<file path="config.mk">
export PLATFORM = sky130hd
export DESIGN_NAME = hazard_stall_ctrl_flat
export DESIGN_NICKNAME = d
export VERILOG_FILES = /design/src/rtl/hazard_stall_ctrl_pkg.sv /design/src/rtl/hazard_stall_ctrl_if.sv /design/src/rtl/hazard_stall_ctrl_load_use_detect.sv /design/src/rtl/hazard_stall_ctrl.sv /design/src/flat_wrapper.sv
export SDC_FILE = /design/constraint.sdc
export NUM_CORES = 1
export LEC_CHECK = 0
export ABC_AREA = 1
export CORE_MARGIN = 3
export CORE_UTILIZATION = 44
export CTS_CLUSTER_SIZE = 10
export DETAILED_ROUTE_END_ITERATION = 7
export PLACE_DENSITY_LB_ADDON = 0.2
export SYNTH_ARGS = -nofsm -noshare
export SYNTH_HDL_FRONTEND = slang
export SYNTH_SLANG_ARGS = --single-unit
export TNS_END_PERCENT = 5
</file>
<file path="constraint.sdc">
create_clock -name clk -period 1.9 [get_ports clk]
set_clock_uncertainty 0.1 [all_clocks]
set_input_delay 0.19 -clock clk [delete_from_list [all_inputs] [get_ports clk]]
set_output_delay 0.19 -clock clk [all_outputs]
set_load 0.03 [all_outputs]
</file>
<file path="src/rtl/hazard_stall_ctrl_pkg.sv">
// hazard_stall_ctrl_pkg: shared widths, instruction field positions, opcodes and the ID/EX record
package hazard_stall_ctrl_pkg;
   localparam int DW = 16;
   localparam int IW = 19;
   localparam int OP_MSB = 18;
   localparam int OP_LSB = 14;
   localparam int DST_MSB = 13;
   localparam int DST_LSB = 11;
   localparam int A_MSB = 10;
   localparam int A_LSB = 8;
   localparam int B_MSB = 7;
   localparam int B_LSB = 5;
   typedef logic [IW-1:0] instr_t;
   typedef logic [4:0] opcode_t;
   typedef logic [2:0] reg_t;
   localparam opcode_t OP_LW = 5'b10000;
   localparam opcode_t OP_SW = 5'b10001;
   localparam instr_t NOP = '0;
   typedef struct packed {
      instr_t instr;
      logic [DW-1:0] reg_a;
      logic [DW-1:0] reg_b;
      logic alu_b_mux;
   } id_ex_t;
   localparam id_ex_t ID_EX_BUBBLE = '{instr: NOP, reg_a: '0, reg_b: '0, alu_b_mux: 1'b0};
   function automatic opcode_t op_of(instr_t i);
      return i[OP_MSB:OP_LSB];
   endfunction
   function automatic reg_t dst_of(instr_t i);
      return i[DST_MSB:DST_LSB];
   endfunction
   function automatic reg_t a_of(instr_t i);
      return i[A_MSB:A_LSB];
   endfunction
   function automatic reg_t b_of(instr_t i);
      return i[B_MSB:B_LSB];
   endfunction
endpackage

</file>
<file path="src/rtl/hazard_stall_ctrl_if.sv">
// hazard_stall_ctrl_if: ID-stage inputs, ID/EX contents, front-end control and counters
interface hazard_stall_ctrl_if;
   import hazard_stall_ctrl_pkg::*;
   instr_t IF_ID_instruction;
   logic [DW-1:0] ID_reg_A;
   logic [DW-1:0] ID_reg_B;
   logic ID_alu_B_mux;
   logic branch_taken;
   instr_t ID_EX_instruction;
   logic [DW-1:0] ID_EX_reg_A;
   logic [DW-1:0] ID_EX_reg_B;
   logic ID_EX_alu_B_mux;
   logic pc_write;
   logic IF_ID_write;
   logic IF_ID_flush;
   logic [15:0] stall_cycles;
   logic [7:0] flush_count;
   modport master (
      output IF_ID_instruction, ID_reg_A, ID_reg_B, ID_alu_B_mux, branch_taken,
      input ID_EX_instruction, ID_EX_reg_A, ID_EX_reg_B, ID_EX_alu_B_mux,
      input pc_write, IF_ID_write, IF_ID_flush, stall_cycles, flush_count
   );
   modport slave (
      input IF_ID_instruction, ID_reg_A, ID_reg_B, ID_alu_B_mux, branch_taken,
      output ID_EX_instruction, ID_EX_reg_A, ID_EX_reg_B, ID_EX_alu_B_mux,
      output pc_write, IF_ID_write, IF_ID_flush, stall_cycles, flush_count
   );
endinterface

</file>
<file path="src/rtl/hazard_stall_ctrl_load_use_detect.sv">
// load_use_detect: flags a consumer that reads a register a still-pending load will write
module load_use_detect
   import hazard_stall_ctrl_pkg::*;
(
   input instr_t producer,
   input instr_t consumer,
   output logic match
);
   reg_t dst;
   logic b_used;
   logic unused_bits;
   assign dst = dst_of(producer);
   assign b_used = consumer[OP_MSB -: 2] == 2'b00;
   assign unused_bits = ^{producer[A_MSB:0], consumer[B_LSB-1:0]};
   assign match = op_of(producer) == OP_LW && dst != '0 &&
                  (dst == a_of(consumer) ||
                   (b_used && dst == b_of(consumer)) ||
                   (op_of(consumer) == OP_SW && dst == dst_of(consumer)));
endmodule

</file>
<file path="src/rtl/hazard_stall_ctrl.sv">
// hazard_stall_ctrl: load-use stall and branch flush control for the ID/EX pipeline register
module hazard_stall_ctrl
   import hazard_stall_ctrl_pkg::*;
(
   input logic clk,
   input logic rst,
   hazard_stall_ctrl_if.slave bus
);
   id_ex_t id_ex;
   instr_t ex_mem_shadow;
   logic [15:0] stall_q;
   logic [7:0] flush_q;
   logic m_ex, m_mem, hazard, stall;
   load_use_detect u_ex (.producer(id_ex.instr), .consumer(bus.IF_ID_instruction), .match(m_ex));
   load_use_detect u_mem (.producer(ex_mem_shadow), .consumer(bus.IF_ID_instruction), .match(m_mem));
   // Front-end control reacts in the same cycle a hazard or taken branch is seen; branch wins
   always_comb begin
      hazard = m_ex | m_mem;
      stall = hazard & ~bus.branch_taken;
      bus.pc_write = ~stall;
      bus.IF_ID_write = ~stall;
      bus.IF_ID_flush = bus.branch_taken;
   end
   // ID/EX register, EX/MEM shadow and saturating counters; bubbles and flushes both insert NOP
   always_ff @(posedge clk) begin
      if (rst) begin
         id_ex <= ID_EX_BUBBLE;
         ex_mem_shadow <= NOP;
         stall_q <= '0;
         flush_q <= '0;
      end else begin
         ex_mem_shadow <= id_ex.instr;
         id_ex <= (hazard | bus.branch_taken) ? ID_EX_BUBBLE :
                  '{instr: bus.IF_ID_instruction, reg_a: bus.ID_reg_A, reg_b: bus.ID_reg_B, alu_b_mux: bus.ID_alu_B_mux};
         stall_q <= (stall && !(&stall_q)) ? stall_q + 1'b1 : stall_q;
         flush_q <= (bus.branch_taken && !(&flush_q)) ? flush_q + 1'b1 : flush_q;
      end
   end
   assign bus.ID_EX_instruction = id_ex.instr;
   assign bus.ID_EX_reg_A = id_ex.reg_a;
   assign bus.ID_EX_reg_B = id_ex.reg_b;
   assign bus.ID_EX_alu_B_mux = id_ex.alu_b_mux;
   assign bus.stall_cycles = stall_q;
   assign bus.flush_count = flush_q;
endmodule

</file>
<file path="src/flat_wrapper.sv">
// flat-port wrapper written by rule: the top's interface ports become plain ports
module hazard_stall_ctrl_flat import hazard_stall_ctrl_pkg::*;
  (clk, rst, bus_IF_ID_instruction, bus_ID_reg_A, bus_ID_reg_B, bus_ID_alu_B_mux, bus_branch_taken, bus_ID_EX_instruction, bus_ID_EX_reg_A, bus_ID_EX_reg_B, bus_ID_EX_alu_B_mux, bus_pc_write, bus_IF_ID_write, bus_IF_ID_flush, bus_stall_cycles, bus_flush_count);
  hazard_stall_ctrl_if bus_i ();
  input logic clk;
  input logic rst;
  input wire logic [$bits(bus_i.IF_ID_instruction)-1:0] bus_IF_ID_instruction;
  input wire logic [$bits(bus_i.ID_reg_A)-1:0] bus_ID_reg_A;
  input wire logic [$bits(bus_i.ID_reg_B)-1:0] bus_ID_reg_B;
  input wire logic [$bits(bus_i.ID_alu_B_mux)-1:0] bus_ID_alu_B_mux;
  input wire logic [$bits(bus_i.branch_taken)-1:0] bus_branch_taken;
  output wire logic [$bits(bus_i.ID_EX_instruction)-1:0] bus_ID_EX_instruction;
  output wire logic [$bits(bus_i.ID_EX_reg_A)-1:0] bus_ID_EX_reg_A;
  output wire logic [$bits(bus_i.ID_EX_reg_B)-1:0] bus_ID_EX_reg_B;
  output wire logic [$bits(bus_i.ID_EX_alu_B_mux)-1:0] bus_ID_EX_alu_B_mux;
  output wire logic [$bits(bus_i.pc_write)-1:0] bus_pc_write;
  output wire logic [$bits(bus_i.IF_ID_write)-1:0] bus_IF_ID_write;
  output wire logic [$bits(bus_i.IF_ID_flush)-1:0] bus_IF_ID_flush;
  output wire logic [$bits(bus_i.stall_cycles)-1:0] bus_stall_cycles;
  output wire logic [$bits(bus_i.flush_count)-1:0] bus_flush_count;
  assign bus_i.IF_ID_instruction = bus_IF_ID_instruction;
  assign bus_i.ID_reg_A = bus_ID_reg_A;
  assign bus_i.ID_reg_B = bus_ID_reg_B;
  assign bus_i.ID_alu_B_mux = bus_ID_alu_B_mux;
  assign bus_i.branch_taken = bus_branch_taken;
  assign bus_ID_EX_instruction = bus_i.ID_EX_instruction;
  assign bus_ID_EX_reg_A = bus_i.ID_EX_reg_A;
  assign bus_ID_EX_reg_B = bus_i.ID_EX_reg_B;
  assign bus_ID_EX_alu_B_mux = bus_i.ID_EX_alu_B_mux;
  assign bus_pc_write = bus_i.pc_write;
  assign bus_IF_ID_write = bus_i.IF_ID_write;
  assign bus_IF_ID_flush = bus_i.IF_ID_flush;
  assign bus_stall_cycles = bus_i.stall_cycles;
  assign bus_flush_count = bus_i.flush_count;
  hazard_stall_ctrl u_core (.clk(clk), .rst(rst), .bus(bus_i));
endmodule
</file>
==> results of run 1 <==
## layer usage
| metal | up-vias | routed length [um] | GRT usage (%) |
|---|---|---|---|
| met5 | - | 0 | 0 |
| met4 | 0 | 110 | 6.97 |
| met3 | 12 | 922 | 9.24 |
| met2 | 109 | 3940 | 30.7 |
| met1 | 1472 | 3590 | 23.2 |
| li1 | 1726 | - | - |
## cells in the final DEF (no fill, tap or decap), drive strengths merged
cell type / netlist / final
nand3b: 1 / 1
inv: 101 / 102
clkinv: 2 / 6
nor2: 111 / 111
xor2: 9 / 9
ha: 2 / 2
buf: 9 / 23
nand3: 23 / 23
o21ai: 9 / 9
nor3: 6 / 6
xnor2: 10 / 10
nand4: 15 / 15
clkbuf: 4 / 9
clkdlybuf4s50: 0 / 127
dlymetal6s2s: 0 / 4
bufinv: 0 / 2
a21oi: 5 / 5
nor4: 3 / 3
o311ai: 1 / 1
o21a: 1 / 1
or2: 1 / 1
nand2: 81 / 81
dfxtp: 84 / 84
## report_power, final
part           total, mW  internal (mW)  switching, mW
Combinational      0.512          0.252          0.260
Clock               1.41          0.750          0.659
Sequential          1.84           1.81         0.0274
## cell families after synthesis
group	after synthesis
AOI/OAI and AO/OA	16
xor gates and xnor gates	19
adders and majority gates	2
buffers and inverters	116
DFF	84
and+or+nand+nor	241
## area by class of cell
type,count,area [sq um]
repair buffers,154,1510
fillers,596,2090
clock inverters,7,100
well taps,99,124
flip-flops and latches,84,1700
multi-input cells,278,1410
inverters,103,392
clock buffers,9,124
## flip-flops by register name, indices dropped and copies added, names as in the netlist
signal                        count
u_core.bus.ID_EX_instruction     19
u_core.bus.stall_cycles          16
u_core.bus.ID_EX_alu_B_mux        1
u_core.bus.flush_count            8
u_core.bus.ID_EX_reg_B           16
u_core.bus.ID_EX_reg_A           16
u_core.ex_mem_shadow              8
## worst max path at each step
stage,startpoint,endpoint,slack (ns),depth (start not counted)
floorplan,u_core.bus.ID_EX_instruction[11],bus_pc_write,-0.03,10
finish,u_core.bus.ID_EX_instruction[11],bus_pc_write,0.07,10
global placement,bus_IF_ID_instruction[18],bus_pc_write,-0.12,10
detailed placement,bus_IF_ID_instruction[5],bus_pc_write,-0.14,11
CTS,bus_IF_ID_instruction[5],bus_pc_write,0.02,11
global route,u_core.ex_mem_shadow[12],bus_pc_write,-0.03,8
## worst register-to-register path, cell delays in order, from the launching register on
cell and delay [ns]:
sky130_fd_sc_hd__dfxtp_2 0.37, sky130_fd_sc_hd__ha_2 0.19, sky130_fd_sc_hd__nand2_1 0.08, sky130_fd_sc_hd__inv_2 0.07, sky130_fd_sc_hd__nand3_2 0.12, sky130_fd_sc_hd__nor2_4 0.13
sky130_fd_sc_hd__inv_2 0.06, sky130_fd_sc_hd__nor2_4 0.09, sky130_fd_sc_hd__nand3b_4 0.11, sky130_fd_sc_hd__nand3_4 0.17, sky130_fd_sc_hd__nand2_1 0.08, sky130_fd_sc_hd__nand2_1 0.06
sky130_fd_sc_hd__nor2_1 0.04
## timing repair
item	4_1_cts	5_1_grt
hold endpoints to repair	0	0
pin swaps	1	7
endpoints found under the setup margin	2	23
buffers inserted	1	2
gates resized for setup	11	25
==> flow_summary.toml, run 1 <==
[logic_synthesis]
synth_top_cell_by_area = "sky130_fd_sc_hd__dfxtp_1"
synth_edf_count = 0
synthArstFlopShare_pct = 0
yosys.cell_types.count = 31
post_synth_and_or_nand_nor_area_fraction_pct = 30.4
post_synth_inst_count = 478
ys_top_cells_by_area = "sky130_fd_sc_hd__dfxtp_1 (48%), sky130_fd_sc_hd__nor2_1 (12%), sky130_fd_sc_hd__inv_1 (10%)"
dominant_combinational_cell_family_by_area_after_synthesis = "simple AND/OR/NAND/NOR gates"
synth_top_flop_cell = "sky130_fd_sc_hd__dfxtp_1"
yosys.cell_count.top_type = "sky130_fd_sc_hd__nor2_1"
synthesized_area_fraction_occupied_by_ao_oa_aoi_and_oai_cells_pct = 2.48
synth.ff_latch_count = 84
synthesis.area_per_instance_sq_um = 7.28
synth.yosys.warnings = 0
synthMuxAreaShare_pct = 0
mappedNetlistArea_sq_um = 3480
post_synthesis_share_of_cell_area_spent_on_full_adders_half_adders_and_majority_gates_pct = 0.719
synth.cells.most_frequent = "sky130_fd_sc_hd__nor2_1 (108), sky130_fd_sc_hd__inv_1 (96), sky130_fd_sc_hd__dfxtp_1 (84)"
synth-seq-area-share_pct = 48.3
synth_xor_area_share_pct = 4.78
synth_nets = 535
synth_top_area_share_pct = 48.3

[timing]
min_period_ns = 1.83
slew-limit-headroom_pct = 76.0
hold_violations = 0
final.setup.tns_ns = 0
min_period_over_period_pct = 96.2
final-max-slew-violation-count = 0
setup_viol = 0
hold_slack_ns = 0.0489
fmax_mhz = 547
setup_ws_ns = 0.0729
unrepaired_setup_endpoints_after_global_routing = "yes"
tightestPinTransition_ns = 0.355

[floorplan]
floorplan.rows = 31
die_area_sq_um = 9010
initial_cell_density_of_the_core_pct = 46.7
design.core.area_sq_um = 7450
floorplan.die.height_um = 94.9
pin_count = 134
floorplan.die.width_um = 94.9

[worst_setup_path]
worst_ep_arrival_time_ns = 1.54
critPathCaptureType = "primary output"
worst-endpoint-required_ns = 1.61
cp_top_family = "simple AND/OR/NAND/NOR gates"
critical_path.max_stage_delay_ns = 0.40
number_of_buffer_and_inverter_stages_on_the_critical_path = 2
reg2reg_to = "u_core.bus.stall_cycles[0]"
timing.critical_path.fanout_max = 5
startpoint_type = "flip-flop"
cp_cell_instances = "inv_4, nand2_1, o21ai_1, nor2_1, nand2_1, nand3_2, nand2_2, nand2_4, nand2_4, buf_6"
crit_slowest_cell = "sky130_fd_sc_hd__dfxtp_4"
depth_of_the_worst_register_to_register_path = 12
criticalPathCategory = "flip-flop to primary output"
ff2ff_setup_slack_ns = 0.13
worstReg2RegStart = "u_core.bus.stall_cycles[0]"

[detailed_routing]
vias_per_cell = 4.52
vias = 3319
routedWlPerCell_um = 11.7
drt_wirelength_mm = 8.57
antenna_violating_nets_post_route = 0
drcViolationCount = 0
drt_first_iter_violations = 94
first_pass_iters = 4

[worst_hold_path]
min-delay-path-class = "input pin to flip-flop"
hold_path_end = "u_core.bus.ID_EX_instruction[14]"
hold_path_depth = 3
hp-start = "bus_IF_ID_instruction[14]"

[grt]
antenna_violations_before_repair = 0
first_global_vias = 3112
largest_net_degree_at_the_start_of_global_routing = 39
grt_first_pass_wirelength_mm = 13.8
grt_overflow_total = 0
combined_global_route_utilization_of_all_metal_layers_pct = 19.5

[placed_design]
dp.final_hpwl_mm = 6.54
dpl_worst_slack_ns = -0.137
place.detailed.instances = 715
placed_area_sq_um = 5000
place_congestion = 0.981
port-buffer-count = 133

[finish]
non_filler_instances = 734
num-nets-final = 687
syn_to_final_growth_pct = 54.0
diodes = 0
final_util_pct = 72.0
post_route_cells_drive_above_1_share_pct = 12.4
layout.cell_area.non_filler_sq_um = 5360

[clock_tree]
clkLatencyLatePin_ns = 0.35
cts_hold_buffers = 0
cts-root-to-sink-buffers = 2
ctsRootBufferMaster = "sky130_fd_sc_hd__clkbuf_8"
cts_tree = "built"
cts-buffers-inserted = 9
clock-sinks = 84
clock_transition_at_path_regs_ns = 0.08
cts_htree_levels = 3

[run]
max_cap_violations = 0

[power]
ir_drop_mv = 0.562
total_power_mw = 3.76
power.density_nw_per_um2 = 702
p_leak_nw = 2.49

[outcome]
outcome = "finished clean"
Power figures use the tool's default switching activity.
==> inputs of run 2 (changes only) <==
CORE_UTILIZATION = 39   (was 44)
REMOVE_ABC_BUFFERS = 1   (was unset)
clock period = 1.55 ns   (was 1.9 ns; I/O delays follow)
==> flow_summary.toml, run 2 (synthesized netlist as in run 1, its figures left out) <==
[outcome]
outcome = "finished with violations"
violations = "negative setup slack"

[worst_setup_path]
timing.critical_path.fanout_max = 5
cp_cell_instances = "inv_4, nand2_2, nand2_1, nor2_2, nand3_2, nand3_2, nand2_2, nand2_4, nand2_4, buf_6"
number_of_buffer_and_inverter_stages_on_the_critical_path = 2
worst_ep_arrival_time_ns = 1.54
critical_path_depth = 10
critPathCaptureType = "primary output"
crit_slowest_cell = "sky130_fd_sc_hd__dfxtp_4"
worst-endpoint-required_ns = 1.29
startpoint_type = "flip-flop"
depth_of_the_worst_register_to_register_path = 14
critical_path.max_stage_delay_ns = 0.39
cp_top_family = "simple AND/OR/NAND/NOR gates"
criticalPathCategory = "flip-flop to primary output"

[timing]
fmax_mhz = 556
final.setup.tns_ns = -4.47
hold_violations = 0
setup_viol = 70
final-max-slew-violation-count = 0
unrepaired_setup_endpoints_after_global_routing = "yes"
min_period_over_period_pct = 116
min_period_ns = 1.80
slew-limit-headroom_pct = 75.1
setup_ws_ns = -0.250
tightestPinTransition_ns = 0.375

[detailed_routing]
drt_wirelength_mm = 9.26
vias = 3425
drcViolationCount = 0
vias_per_cell = 4.41
routedWlPerCell_um = 11.9
drt_first_iter_violations = 64
first_pass_iters = 4
antenna_violating_nets_post_route = 0

[placed_design]
dp.final_hpwl_mm = 7.15
dpl_worst_slack_ns = -0.424
port-buffer-count = 133
place_congestion = 0.885

[floorplan]
initial_cell_density_of_the_core_pct = 41.3
die_area_sq_um = 10100
floorplan.rows = 33
floorplan.die.height_um = 100
floorplan.die.width_um = 100
pin_count = 134
design.core.area_sq_um = 8420

[clock_tree]
cts_htree_levels = 3
clock-sinks = 84
clkLatencyLatePin_ns = 0.35
ctsRootBufferMaster = "sky130_fd_sc_hd__clkbuf_8"
cts-buffers-inserted = 9
cts_tree = "built"
cts-root-to-sink-buffers = 2
clock_transition_at_path_regs_ns = 0.09

[finish]
syn_to_final_growth_pct = 58.3
diodes = 0
post_route_cells_drive_above_1_share_pct = 17.6
final_util_pct = 65.4
most_frequent_standard_cell_in_the_layout_excluding_fill_and_tap_cells = "sky130_fd_sc_hd__nor2_1"
largest_register_ffs = 19
fillerInstances = 781
mostFrequentLayoutCells = "sky130_fd_sc_hd__nor2_1 (106), sky130_fd_sc_hd__inv_1 (96), sky130_fd_sc_hd__dfxtp_1 (75), sky130_fd_sc_hd__dlygate4sd2_1 (73), sky130_fd_sc_hd__nand2_1 (72)"
num-nets-final = 724

[worst_hold_path]
hold_path_depth = 3
min-delay-path-class = "input pin to flip-flop"

[power]
p_leak_nw = 2.93
swShare_pct = 26.5
power.clock.fraction_pct = 35.8
proportion_of_power_drawn_by_combinational_gates_pct = 13.9
power.net_switching_mw = 1.19
seqPwrFrac_pct = 50.3
power.density_nw_per_um2 = 813
cell_internal_pwr_mw = 3.29
ir_drop_mv = 0.598

[grt]
first_global_vias = 3343
antenna_violations_before_repair = 0
largest_net_degree_at_the_start_of_global_routing = 53
grt_first_pass_wirelength_mm = 15.0
grt_overflow_total = 0
combined_global_route_utilization_of_all_metal_layers_pct = 18.7

[run]
max_cap_violations = 0
run 2: cell count changes in the layout (fill, tap and decap cells not counted), sizes merged, moves of 2 or more:
cell / change
clkdlybuf4s50: -73
dlygate4sd2: +73
buf: +40
dlymetal6s2s: -4
inv: +3
clkinv: -2
run 2: power groups by stage:
stage	Sequential [mW]	Combinational, mW	Clock [mW]
after floorplan	2.43	0.149	0
after CTS	2.25	0.619	1.66
after global routing	2.26	0.675	1.75
final	2.25	0.621	1.60
after detailed placement	2.30	0.656	0
after global placement	2.30	0.648	0
run 2: routing by layer:
metal / GRT usage [%] / routed length, um / vias up / part of all wire (%)
met5: 0 / 0 / - / 0
met4: 7.15 / 109 / 0 / 1.2
met3: 8.79 / 1040 / 7 / 11
met2: 31.1 / 4340 / 118 / 47
met1: 20.6 / 3760 / 1500 / 41
li1: - / - / 1800 / -
run 2: repair_timing:
action	in CTS	in global routing
endpoints found under the setup margin	153	81
hold buffers	0	0
gates resized for setup	92	18
pin swaps	10	11
gates cloned	0	0
setup buffers	2	0
run 2: layout make-up:
type | count | area [sq um] | area share [%]
Timing Repair Buffer | 191 | 1690 | 30.6
Inverter | 103 | 392 | 7.11
Clock inverter | 7 | 81.3 | 1.48
Sequential cell | 84 | 1700 | 30.8
Tap cell | 105 | 131 | 2.38
Multi-Input combinational cell | 278 | 1400 | 25.4
Clock buffer | 9 | 124 | 2.25
run 2: worst reg2reg max path: cells and delay by family (launching register included):
kind | cells | cell delay, ns
buffers and inverters | 3 | 0.37
flip-flops | 1 | 0.39
AND/OR/NAND/NOR | 11 | 0.82
run 2: final timing paths:
check,to,slack [ns],from
max reg2reg,u_core.bus.stall_cycles[4],-0.20,u_core.bus.ID_EX_instruction[11]
min,u_core.bus.ID_EX_reg_A[3],0.22,bus_ID_reg_A[3]
max,bus_pc_write,-0.25,u_core.bus.ID_EX_instruction[11]
min reg2reg,u_core.ex_mem_shadow[15],0.35,u_core.bus.ID_EX_instruction[15]
run 2: per-stage QoR:
stage	instances	area [sq um]	hold WS, ns	power (mW)
floorplan	465	3400	0.124	2.58
global placement	759	5290	0.340	2.95
detailed placement	759	5290	0.341	2.96
CTS	777	5460	0.193	4.54
global route	777	5510	0.196	4.69
finish	777	5510	0.216	4.48
